[config.mk]
export PLATFORM = sky130hd
export DESIGN_NAME = whiteboard_cell_writer
export DESIGN_NICKNAME = d
export VERILOG_FILES = /design/src/rtl/whiteboard_cell_writer.sv
export SDC_FILE = /design/constraint.sdc
export NUM_CORES = 1
export LEC_CHECK = 0
export ABC_AREA = 0
export ABC_CLOCK_PERIOD_IN_PS = 11000
export CAP_MARGIN = 20
export CORE_UTILIZATION = 53
export CTS_CLUSTER_DIAMETER = 30
export CTS_CLUSTER_SIZE = 12
export DETAILED_ROUTE_END_ITERATION = 16
export PLACE_DENSITY = 0.74
export SLEW_MARGIN = 0
export SYNTH_ARGS = -nofsm -noshare
export SYNTH_HDL_FRONTEND = slang
export SYNTH_SLANG_ARGS = --single-unit
export TNS_END_PERCENT = 30
[constraint.sdc]
create_clock -name clk -period 11 [get_ports clk]
set_input_delay 2.2 -clock clk [delete_from_list [all_inputs] [get_ports clk]]
set_output_delay 2.2 -clock clk [all_outputs]
set_load 0.01 [all_outputs]
[src/rtl/whiteboard_cell_writer.sv]
// whiteboard_cell_writer
//
// Write-side controller for the whiteboard cell RAM read by the VGA scan-out.
// Turns debounced direction buttons into a clamped cursor, issues one cell
// write per cycle while the pen is down (1 = black, 0 = white), and sweeps
// every cell to white when a clear is requested.
//
// Ports
//   clk                      pixel clock, the only clock
//   reset                    synchronous, active-high
//   move_up/down/left/right  debounced level buttons, active-high
//   pen_down                 level, cell writes enabled while high
//   erase_mode               level, 1 = write white (0), 0 = write black (1)
//   clear_request            level, rising edge starts a full-screen clear
//   cursor_x / cursor_y      current cursor cell (to the cursor overlay)
//   write_enable             cell write strobe
//   write_x / write_y        cell being written
//   write_data               cell value (1 = black)
//   busy                     high while the clear sweep is issuing writes
module whiteboard_cell_writer #(
    parameter int COLS          = 80,
    parameter int ROWS          = 60,
    parameter int REPEAT_CYCLES = 2500000
) (
    input  logic       clk,
    input  logic       reset,
    input  logic       move_up,
    input  logic       move_down,
    input  logic       move_left,
    input  logic       move_right,
    input  logic       pen_down,
    input  logic       erase_mode,
    input  logic       clear_request,
    output logic [6:0] cursor_x,
    output logic [5:0] cursor_y,
    output logic       write_enable,
    output logic [6:0] write_x,
    output logic [5:0] write_y,
    output logic       write_data,
    output logic       busy
);

    localparam int               CNT_W    = $clog2(REPEAT_CYCLES);
    localparam logic [CNT_W-1:0] CNT_LAST = CNT_W'(REPEAT_CYCLES - 1);
    localparam logic [6:0]       X_LAST   = 7'(COLS - 1);
    localparam logic [5:0]       Y_LAST   = 6'(ROWS - 1);
    localparam logic [6:0]       X_MID    = 7'(COLS / 2);
    localparam logic [5:0]       Y_MID    = 6'(ROWS / 2);

    typedef enum logic {IDLE, CLEAR} state_t;

    state_t           state_q, state_d;
    logic [3:0]       btn_prev_q;
    logic             clr_prev_q;
    logic [CNT_W-1:0] cnt_q, cnt_d;
    logic [6:0]       cur_x_q, cur_x_d;
    logic [5:0]       cur_y_q, cur_y_d;
    logic             we_q, we_d;
    logic [6:0]       wx_q, wx_d;
    logic [5:0]       wy_q, wy_d;
    logic             wd_q, wd_d;
    logic             busy_q, busy_d;
    logic [6:0]       sx_q, sx_d;
    logic [5:0]       sy_q, sy_d;

    // Button vector order: {up, down, left, right}
    logic [3:0] btns;
    logic [3:0] rises;
    logic       clr_rise;
    logic       fire;
    logic       go_up, go_down, go_left, go_right;

    assign btns     = {move_up, move_down, move_left, move_right};
    assign rises    = btns & ~btn_prev_q;
    assign clr_rise = clear_request & ~clr_prev_q;

    always_comb begin
        state_d  = state_q;
        cnt_d    = cnt_q;
        cur_x_d  = cur_x_q;
        cur_y_d  = cur_y_q;
        we_d     = 1'b0;
        wx_d     = wx_q;
        wy_d     = wy_q;
        wd_d     = wd_q;
        busy_d   = 1'b0;
        sx_d     = sx_q;
        sy_d     = sy_q;
        fire     = 1'b0;
        go_up    = 1'b0;
        go_down  = 1'b0;
        go_left  = 1'b0;
        go_right = 1'b0;

        case (state_q)
            IDLE: begin
                // Auto-repeat: a fresh press restarts the hold timer so the
                // first repeat lands a full REPEAT_CYCLES after the press.
                if (|rises) begin
                    cnt_d = '0;
                end else if (|btns) begin
                    if (cnt_q == CNT_LAST) begin
                        fire  = 1'b1;
                        cnt_d = '0;
                    end else begin
                        cnt_d = cnt_q + 1'b1;
                    end
                end else begin
                    cnt_d = '0;
                end

                // Opposing buttons on one axis cancel, whether pressed or held.
                go_up    = move_up    & ~move_down  & (rises[3] | fire);
                go_down  = move_down  & ~move_up    & (rises[2] | fire);
                go_left  = move_left  & ~move_right & (rises[1] | fire);
                go_right = move_right & ~move_left  & (rises[0] | fire);

                if (go_up && cur_y_q != 6'd0) begin
                    cur_y_d = cur_y_q - 6'd1;
                end else if (go_down && cur_y_q != Y_LAST) begin
                    cur_y_d = cur_y_q + 6'd1;
                end

                if (go_left && cur_x_q != 7'd0) begin
                    cur_x_d = cur_x_q - 7'd1;
                end else if (go_right && cur_x_q != X_LAST) begin
                    cur_x_d = cur_x_q + 7'd1;
                end

                // A clear edge suppresses the pen write on the same cycle.
                if (clr_rise) begin
                    state_d = CLEAR;
                    sx_d    = 7'd0;
                    sy_d    = 6'd0;
                end else if (pen_down) begin
                    we_d = 1'b1;
                    wx_d = cur_x_q;
                    wy_d = cur_y_q;
                    wd_d = ~erase_mode;
                end
            end

            CLEAR: begin
                cnt_d  = '0;
                we_d   = 1'b1;
                wx_d   = sx_q;
                wy_d   = sy_q;
                wd_d   = 1'b0;
                busy_d = 1'b1;
                if (sx_q == X_LAST) begin
                    sx_d = 7'd0;
                    if (sy_q == Y_LAST) begin
                        state_d = IDLE;
                    end else begin
                        sy_d = sy_q + 6'd1;
                    end
                end else begin
                    sx_d = sx_q + 7'd1;
                end
            end

            default: state_d = IDLE;
        endcase
    end

    always_ff @(posedge clk) begin
        if (reset) begin
            state_q    <= IDLE;
            btn_prev_q <= 4'd0;
            clr_prev_q <= 1'b0;
            cnt_q      <= '0;
            cur_x_q    <= X_MID;
            cur_y_q    <= Y_MID;
            we_q       <= 1'b0;
            wx_q       <= 7'd0;
            wy_q       <= 6'd0;
            wd_q       <= 1'b0;
            busy_q     <= 1'b0;
            sx_q       <= 7'd0;
            sy_q       <= 6'd0;
        end else begin
            state_q    <= state_d;
            // Edge registers track in every state so a button held through
            // a clear does not look like a new press afterwards.
            btn_prev_q <= btns;
            clr_prev_q <= clear_request;
            cnt_q      <= cnt_d;
            cur_x_q    <= cur_x_d;
            cur_y_q    <= cur_y_d;
            we_q       <= we_d;
            wx_q       <= wx_d;
            wy_q       <= wy_d;
            wd_q       <= wd_d;
            busy_q     <= busy_d;
            sx_q       <= sx_d;
            sy_q       <= sy_d;
        end
    end

    assign cursor_x     = cur_x_q;
    assign cursor_y     = cur_y_q;
    assign write_enable = we_q;
    assign write_x      = wx_q;
    assign write_y      = wy_q;
    assign write_data   = wd_q;
    assign busy         = busy_q;

endmodule

---- Word level (Yosys, flattened, before mapping) ----
Cells that the tools add are included.
word-level totals
  flip-flop bits (word level) ............. 70
  input bits .............................. 9
  output and inout port bits .............. 29
  logic and storage cells ................. 102
cells by class
  add/subtract/negate cells ............... 7
  eq/ne operators ......................... 10
  multiplexer cells ....................... 36
  bitwise gates (word level) .............. 22
  reduce and logical (&&, ||, !) cells .... 14
operators by type and width
  kind                                                                number
  22-bit two-way mux                                                  3
  22-bit one-hot mux with 2 select lines                              1
  6-bit two-way mux                                                   7
  7-bit two-way mux                                                   6
  7-bit one-hot mux with 2 select lines                               2
  6-bit one-hot mux with 2 select lines                               2
  22-bit by 1-bit adder with 22-bit output, second input constant     1
  22-bit equality test, second input constant                         1
  7-bit by 1-bit adder with 7-bit output, second input constant       2
  6-bit by 1-bit adder with 6-bit output, second input constant       2
  1-bit two-way mux                                                   12
  1-bit AND                                                           9
  2-bit inequality test, second input constant                        4
  4-bit OR reduction                                                  2
  7-bit equality test, second input constant                          1
  7-bit inequality test, second input constant                        1
  1-bit NOT                                                           7
  7-bit nonzero test                                                  1
  7-bit by 1-bit subtractor with 7-bit output, second input constant  1
  6-bit equality test, second input constant                          1
  6-bit inequality test, second input constant                        1
  1-bit one-hot mux with 2 select lines                               3
  2-bit AND reduction                                                 3
  6-bit nonzero test                                                  1
  other kinds (8)                                                     15

---- Depth between registers and ports, before layout ----
  depth after elaboration ................. 10
  depth in mapped cells ................... 12

---- Worst setup path after synthesis ----
No wires, ideal clock.
  path kind ............................... input to register
  start point ............................. in move_up
  end point ............................... reg cur_x_q[6], in the netlist cursor_x[6]
  library setup time ...................... 64 ps
  arrival time ............................ 4949 ps
  data required time ...................... 10936 ps
  path slack .............................. 5987 ps
  stages .................................. 12
  buffers on the path ..................... 0
  cell sequence ........................... or4_1 o21ai_0 nor3_1 a21oi_1 inv_1 ha_1 nor2b_1 o31a_1 o21ai_0 nand2_1 or4b_1 nand4_1
on the way
  word-level cells in the longest chain between the ends .. 9
  elaborated cells between the ends (all ways) .. 15
  classes of those cells .................. 4 x mux; 5 x bitwise; 6 x reduce/logical
RTL lines
  item                                                     line      source
  start: declaration                                       27        input logic move_up,
  4-bit OR reduction or 4-bit AND (tied branches)          101, 74
  1-bit two-way mux or 4-bit OR reduction (tied branches)  101, 99
  1-bit two-way mux *                                      99        if (|rises) begin
  1-bit two-way mux *                                      95        case (state_q)
  1-bit bitwise OR (on tied branches)                      115, 116
  1-bit AND (on tied branches)                             115, 116
  1-bit logical AND (on tied branches)                     124, 126
  2-bit nonzero test (no source line)                      n/a
  2-bit AND reduction (no source line)                     n/a
  end signal: assignment                                   188       cur_x_q <= cur_x_d;
  end: declaration                                         56        logic [6:0] cur_x_q, cur_x_d;
Every way passes the cells marked *; elsewhere a longest branch is shown, timed or not. The select of a mux whose other input is x is not followed.
A chain may end at the register's enable or synchronous reset.

---- Worst setup path in the final report ----
Ends and elaborated chain as after synthesis.

==> flow_metrics.py <==
metrics = {
    "clocking": {
        "post-cts-setup-buffers": 0,
        "cts_buffers": 9,
        "clk_transition_reported_paths_ns": 0.07,
        "cts_root_buf": "clkbuf_8",
        "cts.sinks": 70,
        "cts_tree": "done",
        "htree_num_levels": 3,
        "cts_max_path_buffers": 2,
        "ctsResizeCount": 0,
        "insertion_delay_ns": 0.34,
        "cts-hold-fix-buffers": 0,
    },
    "final_layout": {
        "area_delta_synth_final_pct": 15.7,
        "drive_above_1_share_pct": 6.68,
        "layout.nets": 498,
        "fin_cells": 556,
        "diodes": 0,
    },
    "global_route": {
        "grtUsageTotal_pct": 24.2,
        "grt_pass1_vias": 3029,
        "grt_max_degree": 41,
        "antenna_found_initial": 0,
        "overflow": 0,
        "grt_pass1_wl_mm": 13.9,
    },
    "floorplanning": {
        "start_util_pct": 56.0,
        "core_area_mm2": 0.00649,
        "core.rowCount": 29,
        "dieArea_mm2": 0.00720,
        "io_pins": 38,
        "dieHeight_um": 84.9,
        "die_w_um": 84.9,
    },
    "timing": {
        "hold_violations": 0,
        "final-setup-viol-count": 0,
        "skew_ns": 0.00799,
        "period_share_pct": 51.6,
        "drv_slew": 0,
        "period_minus_slack_ns": 5.67,
        "worst_pin_slew_ns": 1.05,
        "whs_ns": 0.472,
        "slew_headroom_pct": 30.2,
        "rsz0062_at_grt": "false",
        "finalSetupTns_ns": 0,
        "clock.fmax_mhz": 176,
    },
    "synth": {
        "synth_edf_count": 0,
        "synth_nets": 467,
        "syn_area_per_cell_um2": 8.20,
        "async_reset_ff_share_pct": 0,
        "ys_types": 61,
        "synthesis.area_mm2": 0.00364,
        "yosys_register_bits": 70,
        "synthFlopType": "dfxtp_1",
        "synth-seq-area-share_pct": 38.5,
        "synth_warnings": 0,
        "synthCells": 444,
    },
    "hold_path": {
        "min_path_type": "reg -> reg",
    },
    "detailed_routing": {
        "vias_per_cell": 5.83,
        "first_pass_iters": 11,
        "ant_nets": 0,
        "drt-initial-drc-count": 221,
        "via_count": 3242,
        "drcViolationCount": 4,
        "wl_mm": 8.16,
        "wl_per_cell_um": 14.7,
    },
    "power": {
        "p_per_area_mw_per_mm2": 132,
        "ir_drop_mv": 0.0709,
        "power_leakage_nw": 1.57,
    },
    "status": {
        "violations": "DRC",
        "status": "complete, but fails checks",
    },
    "placement": {
        "place.gp.congestion": 0.922,
        "place_inst": 541,
        "io_buffers": 37,
        "dp_hpwl_mm": 5.68,
    },
    "setup_path": {
        "critPathCaptureType": "register",
        "crit_arrival_ns": 5.94,
        "crit_path_start_kind": "primary input",
        "worstPathRequired_ns": 11.27,
        "critPathKind": "in -> reg",
        "critical_path_peak_fanout": 6,
    },
    "flow_run": {
        "maxCapViolations": 0,
    },
}
## state kept, by name, indices dropped and copies added (netlist names), 4 cells and up
name        flops
btn_prev_q      4
sy_q            6
cursor_y        6
cursor_x        7
write_x         7
sx_q            7
write_y         6
cnt_q          22
## layout make-up
class                      count  area [µm²]
clock inverter                 4        48.8
sequential                    70        1400
inverter                      19        71.3
fill                         555        2280
tap                           77        96.3
clock buffer                  11         131
multi-input combinational    336        2080
timing repair buffer          39         385
## routing by layer
layer | part of all wire [%] | wire, µm | GRT usage [%]
met1 | 48 | 3900 | 32.8
met4 | 1.9 | 159 | 11.4
met5 | 0 | 0 | 0
met3 | 4.9 | 400 | 4.09
met2 | 45 | 3690 | 37.7
## critical path, cell delays in order
cell,delay [ns]
clkdlybuf4s50_1,0.52
or4_1,0.55
o21ai_0,0.15
nor3_1,0.09
a21oi_1,0.45
inv_1,0.22
ha_1,0.38
nor2b_1,0.17
o31a_1,0.25
o21ai_0,0.28
nand2_1,0.11
or4b_1,0.48
nand4_1,0.10
## stage by stage
stage	worst slack, ns	utilization (%)	cell area (µm²)	total power, mW
floorplan	5.99	-	3640	0.333
global placement	5.22	62.1	4030	0.362
detailed placement	5.07	62.1	4030	0.365
CTS	5.38	64.8	4210	0.561
global route	5.11	64.8	4210	0.584
finish	5.33	64.8	4210	0.557
## synth_stat cells, types with 2 or more instances
cell type,instances,area share (%)
and3_1,3,0.52
nand2b_1,5,0.86
nand4_1,8,1.4
o21bai_1,2,0.41
xor2_1,16,3.8
or3_1,6,1.0
nand3_1,28,3.8
nand4b_1,3,0.72
a21oi_1,42,5.8
fa_1,2,1.1
o32ai_1,2,0.48
nand3b_1,2,0.41
o21ai_0,15,2.1
dfxtp_1,70,39
ha_1,12,4.1
or4_4,2,0.62
mux2i_1,4,1.1
a21o_1,4,0.83
nor4_1,3,0.52
or4_1,2,0.41
o211ai_1,5,1.0
inv_1,19,2.0
a211oi_1,2,0.41
nor2_1,67,6.9
a31oi_1,2,0.34
nor3_1,10,1.4
a32oi_1,2,0.48
nand2_1,38,3.9
or4b_1,2,0.55
buf_1,3,0.31
xnor2_1,12,2.9
clkbuf_1,13,1.3
buf_6,2,0.62
a22oi_1,3,0.62
or2_2,2,0.34
nor2b_1,6,1.0
## where the power goes
part	leakage, nW	switching [mW]	internal, mW
Clock	0.0931	0.0935	0.103
Combinational	0.903	0.0464	0.0385
Sequential	0.569	0.0121	0.263
Total	1.57	0.152	0.405
## worst paths after layout
path,startpoint,to,slack [ns],depth (start not counted)
setup / recovery,move_up,cursor_x[6],5.33,13
hold / removal,cnt_q[0],cnt_q[0],0.47,1
hold reg to reg,cnt_q[0],cnt_q[0],0.47,1
setup reg to reg,cursor_x[0],cursor_x[6],7.26,12
## cell usage in the layout (no fill, tap or decap), types with 8 or more instances in the layout
master	Yosys	final
nor3_1	10	10
nand4_1	8	8
ha_1	12	12
clkbuf_8	0	9
xor2_1	16	16
xnor2_1	12	12
a21oi_1	42	42
dfxtp_1	70	70
o21ai_0	15	15
inv_1	19	19
nand3_1	28	28
nor2_1	67	67
nand2_1	38	38
clkdlybuf4s50_1	0	37
## kinds of logic after synthesis
group	synth area share, %
simple gates	27.9
compound gates	16.1
flops	38.5
buf+inv	4.43
xor+xnor	6.74
fa+ha+maj	5.23
mux	1.10
Power figures use the tool's default switching activity.
